**src/rtl/diferenca_pkg.sv**
```systemverilog
// Shared constants and the stage-1 payload type for the absolute-difference / SAD pipeline.
package diferenca_pkg;

    localparam logic MODE_ABS = 1'b0;
    localparam logic MODE_SAD = 1'b1;

    // Upper bound on WIDTH; the payload carries mag zero-extended to this width.
    localparam int MAG_MAX_W = 32;

    typedef struct packed {
        logic [MAG_MAX_W-1:0] mag;
        logic                 lt;
        logic                 mode;
        logic                 last;
    } s1_payload_t;

endpackage

```
**src/rtl/abs_diff_core.sv**
```systemverilog
// Combinational |a - b| with borrow flag; the only subtract/negate logic in the unit.
module abs_diff_core #(
    parameter int WIDTH = 8
) (
    input  logic [WIDTH-1:0] a,
    input  logic [WIDTH-1:0] b,
    output logic [WIDTH-1:0] mag,
    output logic             lt
);

    logic [WIDTH:0] d;

    assign d   = {1'b0, a} - {1'b0, b};
    assign lt  = d[WIDTH];
    assign mag = lt ? (~d[WIDTH-1:0] + WIDTH'(1)) : d[WIDTH-1:0];

endmodule

```
**src/rtl/diferenca_pipe.sv**
```systemverilog
// Two-stage |A-B| unit with valid/ready flow control and a saturating SAD accumulate mode.
module diferenca_pipe
    import diferenca_pkg::*;
#(
    parameter int WIDTH = 8,
    parameter int ACC_W = 16
) (
    input  logic             clk,
    input  logic             rst_n,
    input  logic             in_valid,
    output logic             in_ready,
    input  logic [WIDTH-1:0] A,
    input  logic [WIDTH-1:0] B,
    input  logic             mode,
    input  logic             last,
    output logic             out_valid,
    input  logic             out_ready,
    output logic [ACC_W-1:0] S,
    output logic             sinal,
    output logic             overflow
);

    localparam int SUM_W = ((ACC_W > MAG_MAX_W) ? ACC_W : MAG_MAX_W) + 1;

    function automatic logic [ACC_W-1:0] sat_acc(input logic [SUM_W-1:0] x);
        return (|x[SUM_W-1:ACC_W]) ? {ACC_W{1'b1}} : x[ACC_W-1:0];
    endfunction

    logic [WIDTH-1:0] core_mag;
    logic             core_lt;
    s1_payload_t      payload_p1;
    logic             vld_p1;
    logic [ACC_W-1:0] acc;
    logic             acc_ovf;
    logic [SUM_W-1:0] sum_p1;
    logic             carry_p1;
    logic             absorb_p1;
    logic             s1_adv;
    logic             s2_adv;
    logic             accept;

    abs_diff_core #(.WIDTH(WIDTH)) u_core (
        .a   (A),
        .b   (B),
        .mag (core_mag),
        .lt  (core_lt)
    );

    assign sum_p1    = SUM_W'(acc) + SUM_W'(payload_p1.mag);
    assign carry_p1  = |sum_p1[SUM_W-1:ACC_W];
    // Open-burst SAD beats drain into the accumulator without needing an output slot.
    assign absorb_p1 = vld_p1 && (payload_p1.mode == MODE_SAD) && !payload_p1.last;
    assign s2_adv    = !out_valid || out_ready;
    assign s1_adv    = s2_adv || absorb_p1;
    assign in_ready  = !vld_p1 || s1_adv;
    assign accept    = in_valid && in_ready;

    // Stage 1: register magnitude, borrow and beat control
    always_ff @(posedge clk or negedge rst_n) begin
        if (!rst_n) begin
            vld_p1 <= 1'b0;
        end else if (in_ready) begin
            vld_p1 <= in_valid;
        end
    end

    always_ff @(posedge clk) begin
        if (accept) begin
            payload_p1 <= '{mag: MAG_MAX_W'(core_mag), lt: core_lt, mode: mode, last: last};
        end
    end

    // Stage 2: output register and burst accumulator
    always_ff @(posedge clk or negedge rst_n) begin
        if (!rst_n) begin
            out_valid <= 1'b0;
            S         <= '0;
            sinal     <= 1'b0;
            overflow  <= 1'b0;
            acc       <= '0;
            acc_ovf   <= 1'b0;
        end else begin
            if (s2_adv) begin
                out_valid <= vld_p1 && !absorb_p1;
                if (vld_p1 && !absorb_p1) begin
                    if (payload_p1.mode == MODE_ABS) begin
                        S        <= ACC_W'(payload_p1.mag);
                        sinal    <= payload_p1.lt;
                        overflow <= 1'b0;
                    end else begin
                        S        <= sat_acc(sum_p1);
                        sinal    <= 1'b0;
                        overflow <= acc_ovf | carry_p1;
                    end
                end
            end
            if (vld_p1 && s1_adv && (payload_p1.mode == MODE_SAD)) begin
                if (payload_p1.last) begin
                    acc     <= '0;
                    acc_ovf <= 1'b0;
                end else begin
                    acc     <= sat_acc(sum_p1);
                    acc_ovf <= acc_ovf | carry_p1;
                end
            end
        end
    end

endmodule

```
**config.mk**
```make
export PLATFORM = sky130hd
export DESIGN_NAME = diferenca_pipe
export DESIGN_NICKNAME = d
export VERILOG_FILES = /design/src/rtl/diferenca_pkg.sv /design/src/rtl/abs_diff_core.sv /design/src/rtl/diferenca_pipe.sv
export SDC_FILE = /design/constraint.sdc
export NUM_CORES = 1
export LEC_CHECK = 0
export BUFFER_PORTS_ARGS = -buffer_cell sky130_fd_sc_hd__buf_2
export CAP_MARGIN = 20
export CORE_UTILIZATION = 25
export DETAILED_ROUTE_END_ITERATION = 16
export GPL_ROUTABILITY_DRIVEN = 0
export GPL_TIMING_DRIVEN = 0
export PLACE_DENSITY = 0.43
export SLEW_MARGIN = 20
export SYNTH_ARGS = -nofsm -noshare
export SYNTH_HDL_FRONTEND = slang
export SYNTH_HIERARCHICAL = 1
export SYNTH_SLANG_ARGS = --single-unit
export TNS_END_PERCENT = 30
```
**constraint.sdc**
```tcl
create_clock -name clk -period 5.35 [get_ports clk]
set_input_delay 0.8025 -clock clk [delete_from_list [all_inputs] [get_ports clk]]
set_output_delay 0.8025 -clock clk [all_outputs]
set_load 0.1 [all_outputs]
```
==> run summary, run 1 <==
Outcome: finished, violations left
Failing checks: DRC
Row cnt: 39
Power, Total: 1550 uW
Leakage: 0.00159 uW
# hold bufs at CTS: 0
Vias in the first global route: 2567
Core region area: 0.0116 mm^2
Iter 0 DRT Violations: 93
Clock buffer depth: 2
Hold Crit Start: overflow
Worst Max-Slew Pin Slew: 906 ps
Worst Setup Start Kind: input pin
Fin crit share: 49.9%
Util after Layout: 30.5%
Worst r2r src: payload_p1[10]
Proportion of layout cells with a drive suffix above 1: 14.7%
Worst vdd ir: 0.000173 V
Syn Inst Count: 324
Placement Setup Slack: 2330 ps
Internal power: 844 uW
Power Density: 438 mW/mm^2
Vias/cell: 4.94
Worst reg2reg path depth: 6
Diodes inserted: 0
Worst Hold Endpoint: overflow
Register area share after synthesis: 41.8%
Routed WL: 7710 um
Dpl hpwl: 5650 um
Final nets: 413
Fin. Hold Viols: 0
TNS Setup: 0 ps
CTS Buf Count: 5
Tot GR Track Use: 13.3%
Area added between synthesis and finish: 17.3%
First-pass GRT wire length: 13100 um
Commonest register cell after synthesis: dfrtp_1
Sequential Power Share: 32.2%
DRC Markers: 3
Crit path kind: input pin to flop
Worst setup EP type: flop
Root buffer cell: clkbuf_16
Clk_lat worst skew: 290 ps
Most common cell after layout, fill and taps aside: buf_2
Worst Skew: 7.47 ps
Reg2Reg Capture Point: S[15]
H-tree depth: 2
Area after DPL: 0.00339 mm^2
Cell Area, Synth: 0.00301 mm^2
Die height: 112 um
Tmin final: 2670 ps
Sw Pwr: 703 uW
Crit path required time: 5380 ps
Initial core utilization: 26.0%
Drt wl/cell: 14.9 um
Max Slew Vio Count: 0
Switching share of power: 45.4%
Post-CTS setup buffer count: 0
Initial antenna violation count: 0
Post-synthesis cell type count: 54
# clock sinks: 48
Fmax: 375 MHz
Port bufs: 41
Async set-reset flop share out of synthesis: 77.1%
Die Width: 112 um
Slack of the critical path: 2680 ps
Syn_nets: 365
FF+latch count, synth: 48
CTS tree: done
Post-route cell area: 0.00353 mm^2
Post-DRT Antenna Nets: 0
Post-synth EDFFs: 11
HP Class: flop to flop
CTS resizes: 0
Pin count of the biggest net entering global routing: 38
Synth Warn #: 6
Die outline area: 0.0125 mm^2
RSZ-0062 raised after global routing: false
Hold path depth: 2
Slew HR: 39.6%
CP arrival: 2700 ps
Reg clk slew, reported paths: 60 ps
R2r setup slk: 2770 ps
Most frequent cells in the layout: 42 x buf_2, 37 x dfrtp_1, 31 x nand2_1
1st-pass router iterations: 10
Num ports: 42
Clock power share: 19.8%
Endpoints failing setup: 0
Max Cap Violations: 0
CP Max Fanout: 3
Syn_area_per_cell: 9.28 um^2
Global route total overflow: 0
Combinational fraction of design power: 48.0%
Vias: 2548
[cell families (layout without fill, tap and decap cells)]
group / Yosys count / count (layout) / synth area share, %
and+or+nand+nor: 101 / 101 / 16.5
AOI/OAI and AO/OA: 106 / 106 / 23.1
adders and majority gates: 19 / 19 / 8.40
xor gates and xnor gates: 18 / 18 / 5.24
muxes: 3 / 3 / 1.04
DFF: 48 / 48 / 41.8
buffers and inverters: 29 / 78 / 3.91
[final cells by class]
type | instances | area (um^2)
Buffer | 10 | 46.3
Clock buffer | 7 | 133
Clock inverter | 1 | 5.00
Fill cell | 1246 | 8040
Inverter | 19 | 71.3
Multi-Input combinational cell | 247 | 1630
Sequential cell | 48 | 1260
Tap cell | 143 | 179
Timing Repair Buffer | 41 | 205
[power by group through the flow]
stage | clock network (uW) | logic [uW] | registers, uW
after global placement | 0 | 740 | 507
after floorplan | 0 | 389 | 707
after global routing | 330 | 817 | 510
after CTS | 315 | 749 | 501
after detailed placement | 0 | 744 | 508
final | 306 | 742 | 499
[stage by stage]
step	std cells	hold slack (ps)
2_1_floorplan	324	450
3_3_place_gp	508	453
3_5_place_dp	508	462
4_1_cts	516	477
5_1_grt	516	511
6_report	516	465
[layer usage]
metal	wire (um)	GRT usage, %
met1	3600	16.4
met2	3810	23.7
met3	262	2.45
met4	38	3.51
met5	0	0
[critical path, stage by stage]
cell and delay, ps:
buf_2 90, inv_1 40, ha_1 150, inv_1 50
fa_1 420, a211oi_2 290, nor2_1 100, xor2_1 160
nor3b_1 290, a31oi_1 150, xnor2_1 160
[flip-flops by register name, indices dropped and copies added (netlist names)]
| signal | flops |
|---|---|
| S | 16 |
| acc | 16 |
| payload_p1 | 11 |
| acc_ovf | 1 |
| out_valid | 1 |
| overflow | 1 |
| sinal | 1 |
| vld_p1 | 1 |
[Yosys cell counts, types with 7 or more instances]
cell type,number,share of area [%]
dfrtp_1,37,31
nand2_1,31,3.9
nor2_1,27,3.4
a21oi_1,24,4.0
o21ai_0,24,4.0
inv_1,19,2.4
ha_1,17,7.1
xnor2_1,12,3.5
edfxtp_1,11,11
clkbuf_1,8,1.0
nand3_1,8,1.3
o211ai_1,7,1.7
[how the worst max path moves through the flow]
| stage | startpoint | end | slack, ps | depth (start not counted) |
|---|---|---|---|---|
| after floorplan | out_valid | payload_p1[0] | 2400 | 3 |
| after global placement | A[0] | payload_p1[10] | 2360 | 11 |
| after detailed placement | A[0] | payload_p1[10] | 2330 | 11 |
| after CTS | A[0] | payload_p1[10] | 2630 | 11 |
| after global routing | A[0] | payload_p1[10] | 2420 | 11 |
| final | A[0] | payload_p1[10] | 2680 | 11 |
Power figures use the tool's default switching activity.
==> run 2: changes to the inputs <==
PLACE_DENSITY = 0.45   (was 0.43)
clock period = 2.4 ns   (was 5.35 ns; I/O delays follow)
==> run summary, run 2 (synthesis results as in run 1) <==
Outcome: finished, violations left (unchanged)
Failing checks: DRC (unchanged)
Vias in the first global route: 2524 (was 2567)
# hold bufs at CTS: 0 (unchanged)
Power Density: 1000 mW/mm^2 (was 438 mW/mm^2)
Fin crit share: 96.6%
CTS tree: done (unchanged)
Regs by FF count: S x16, acc x16, payload_p1 x11 (unchanged)
Worst Skew: 7.91 ps (was 7.47 ps)
Worst hold slack: 211 ps (was 465 ps)
Endpoints failing setup: 0 (unchanged)
Initial core utilization: 26.0% (unchanged)
Leakage: 0.00161 uW (was 0.00159 uW)
CTS Buf Count: 5 (unchanged)
Dpl hpwl: 5650 um (about the same)
Crit path required time: 2570 ps (was 5380 ps)
1st-pass router iterations: 10 (unchanged)
Num ports: 42 (unchanged)
Worst Max-Slew Pin Slew: 917 ps (was 906 ps)
Clock power share: 21.9% (was 19.8%)
Combinational fraction of design power: 47.1% (was 48.0%)
Most common cell after layout, fill and taps aside: buf_2 (unchanged)
Reg clk slew, reported paths: 70 ps (was 60 ps)
Area added between synthesis and finish: 20.3% (was 17.3%)
Die height: 112 um (unchanged)
Fin. Hold Viols: 0 (unchanged)
Diodes inserted: 0 (unchanged)
Slew HR: 38.9% (was 39.6%)
Final nets: 414 (was 413)
Internal power: 2020 uW (was 844 uW)
Proportion of layout cells with a drive suffix above 1: 18.2% (was 14.7%)
Worst setup EP type: flop (unchanged)
Drt wl/cell: 14.8 um (was 14.9 um)
CP Max Fanout: 10 (was 3)
Power, Total: 3620 uW (was 1550 uW)
# clock sinks: 48 (unchanged)
Worst Setup Start Kind: flop (was input pin)
Pin count of the biggest net entering global routing: 38 (unchanged)
Max Cap Violations: 0 (unchanged)
Worst vdd ir: 0.000307 V (was 0.000173 V)
Sequential Power Share: 31.0% (was 32.2%)
Core region area: 0.0116 mm^2 (unchanged)
Vias/cell: 4.88 (was 4.94)
Post-DRT Antenna Nets: 0 (unchanged)
Tmin final: 2320 ps
DRC Markers: 6 (was 3)
Port bufs: 41 (unchanged)
Global route total overflow: 0 (unchanged)
Clk_lat worst skew: 290 ps (about the same)
Sw Pwr: 1600 uW (was 703 uW)
Switching share of power: 44.2% (was 45.4%)
RSZ-0062 raised after global routing: true (was false)
Fill count: 1222 (was 1246)
Row cnt: 39 (unchanged)
Most frequent cells in the layout: 42 x buf_2, 36 x dfrtp_1, 31 x nand2_1 (was 42 x buf_2, 37 x dfrtp_1, 31 x nand2_1)
H-tree depth: 2 (unchanged)
Fmax: 431 MHz
Vias: 2524 (was 2548)
Crit path kind: flop to flop (was input pin to flop)
CP arrival: 2490 ps (was 2700 ps)
Root buffer cell: clkbuf_16 (unchanged)
HP Class: input pin to async pin (was flop to flop)
Tot GR Track Use: 12.6% (was 13.3%)
Clock buffer depth: 2 (unchanged)
Max Slew Vio Count: 0 (unchanged)
First-pass GRT wire length: 12700 um (was 13100 um)
Die outline area: 0.0125 mm^2 (unchanged)
Iter 0 DRT Violations: 99 (was 93)
Initial antenna violation count: 0 (unchanged)
Routed WL: 7650 um (was 7710 um)
Die Width: 112 um (unchanged)
TNS Setup: 0 ps (unchanged)
run 2: cell count changes in the layout (fill, tap and decap cells not counted), sizes merged:
cell / delta
clkinv: -1
bufinv: +1
buf: +1
run 2: worst paths after layout:
kind                            slack, ps             to          start  depth (start not counted)
worst max-delay path                   80          S[15]  payload_p1[9]                          8
worst min-delay path                  210           S[2]          rst_n                          1
worst max register to register         80          S[15]  payload_p1[9]                          8
worst min register to register        470       overflow       overflow                          2
max in group asynchronous            1560      out_valid          rst_n                          1
min in group clk                      250  payload_p1[1]           mode                          1
run 2: power groups by stage:
| stage | logic, uW | clock network [uW] | registers [uW] |
|---|---|---|---|
| after floorplan | 868 | 0 | 1580 |
| after global placement | 1650 | 0 | 1130 |
| after detailed placement | 1660 | 0 | 1130 |
| after CTS | 1670 | 810 | 1120 |
| after global routing | 1870 | 839 | 1140 |
| final | 1710 | 793 | 1120 |
run 2: final cells by class:
| cell class | count | area [um^2] | share of cell area, % |
|---|---|---|---|
| multi-input cells | 247 | 1680 | 46.6 |
| clock buffers | 7 | 133 | 3.67 |
| clock inverters | 1 | 30.0 | 0.830 |
| flip-flops and latches | 48 | 1260 | 34.8 |
| repair buffers | 42 | 213 | 5.88 |
| inverters | 19 | 71.3 | 1.97 |
| plain buffers | 10 | 50.0 | 1.38 |
| well taps | 143 | 179 | 4.95 |
run 2: metrics by stage:
stage          util [%]  instances  cell area (um^2)  worst slack, ps
6_report           31.3        517              3620             81.0
2_1_floorplan         -        324              3010              104
4_1_cts            30.9        516              3570             16.6
5_1_grt            31.3        517              3620            -5.73
3_3_place_gp       29.4        508              3400             -141
3_5_place_dp       29.4        508              3400             -145
run 2: routing by layer:
metal | share of wire (%) | global-route usage, % | vias to the layer above
met2 | 48 | 22.4 | 44
met5 | 0 | 0 | -
li1 | - | - | 1277
met4 | 0.85 | 2.43 | 0
met1 | 48 | 16.0 | 1197
met3 | 3.2 | 2.23 | 6
run 2: what timing repair did:
action                                  4_1_cts  5_1_grt
pin swaps                                     0        0
endpoints found under the setup margin       13       14
resized for setup                             6        9
setup buffers                                 0        1
run 2: critical path, cell delays in order (launching register included):
cell	delay, ps
edfxtp_1	410
ha_1	290
buf_2	190
nand4_1	170
o22ai_1	350
or2_2	180
clkbuf_1	220
nand3_1	120
a32o_1	270
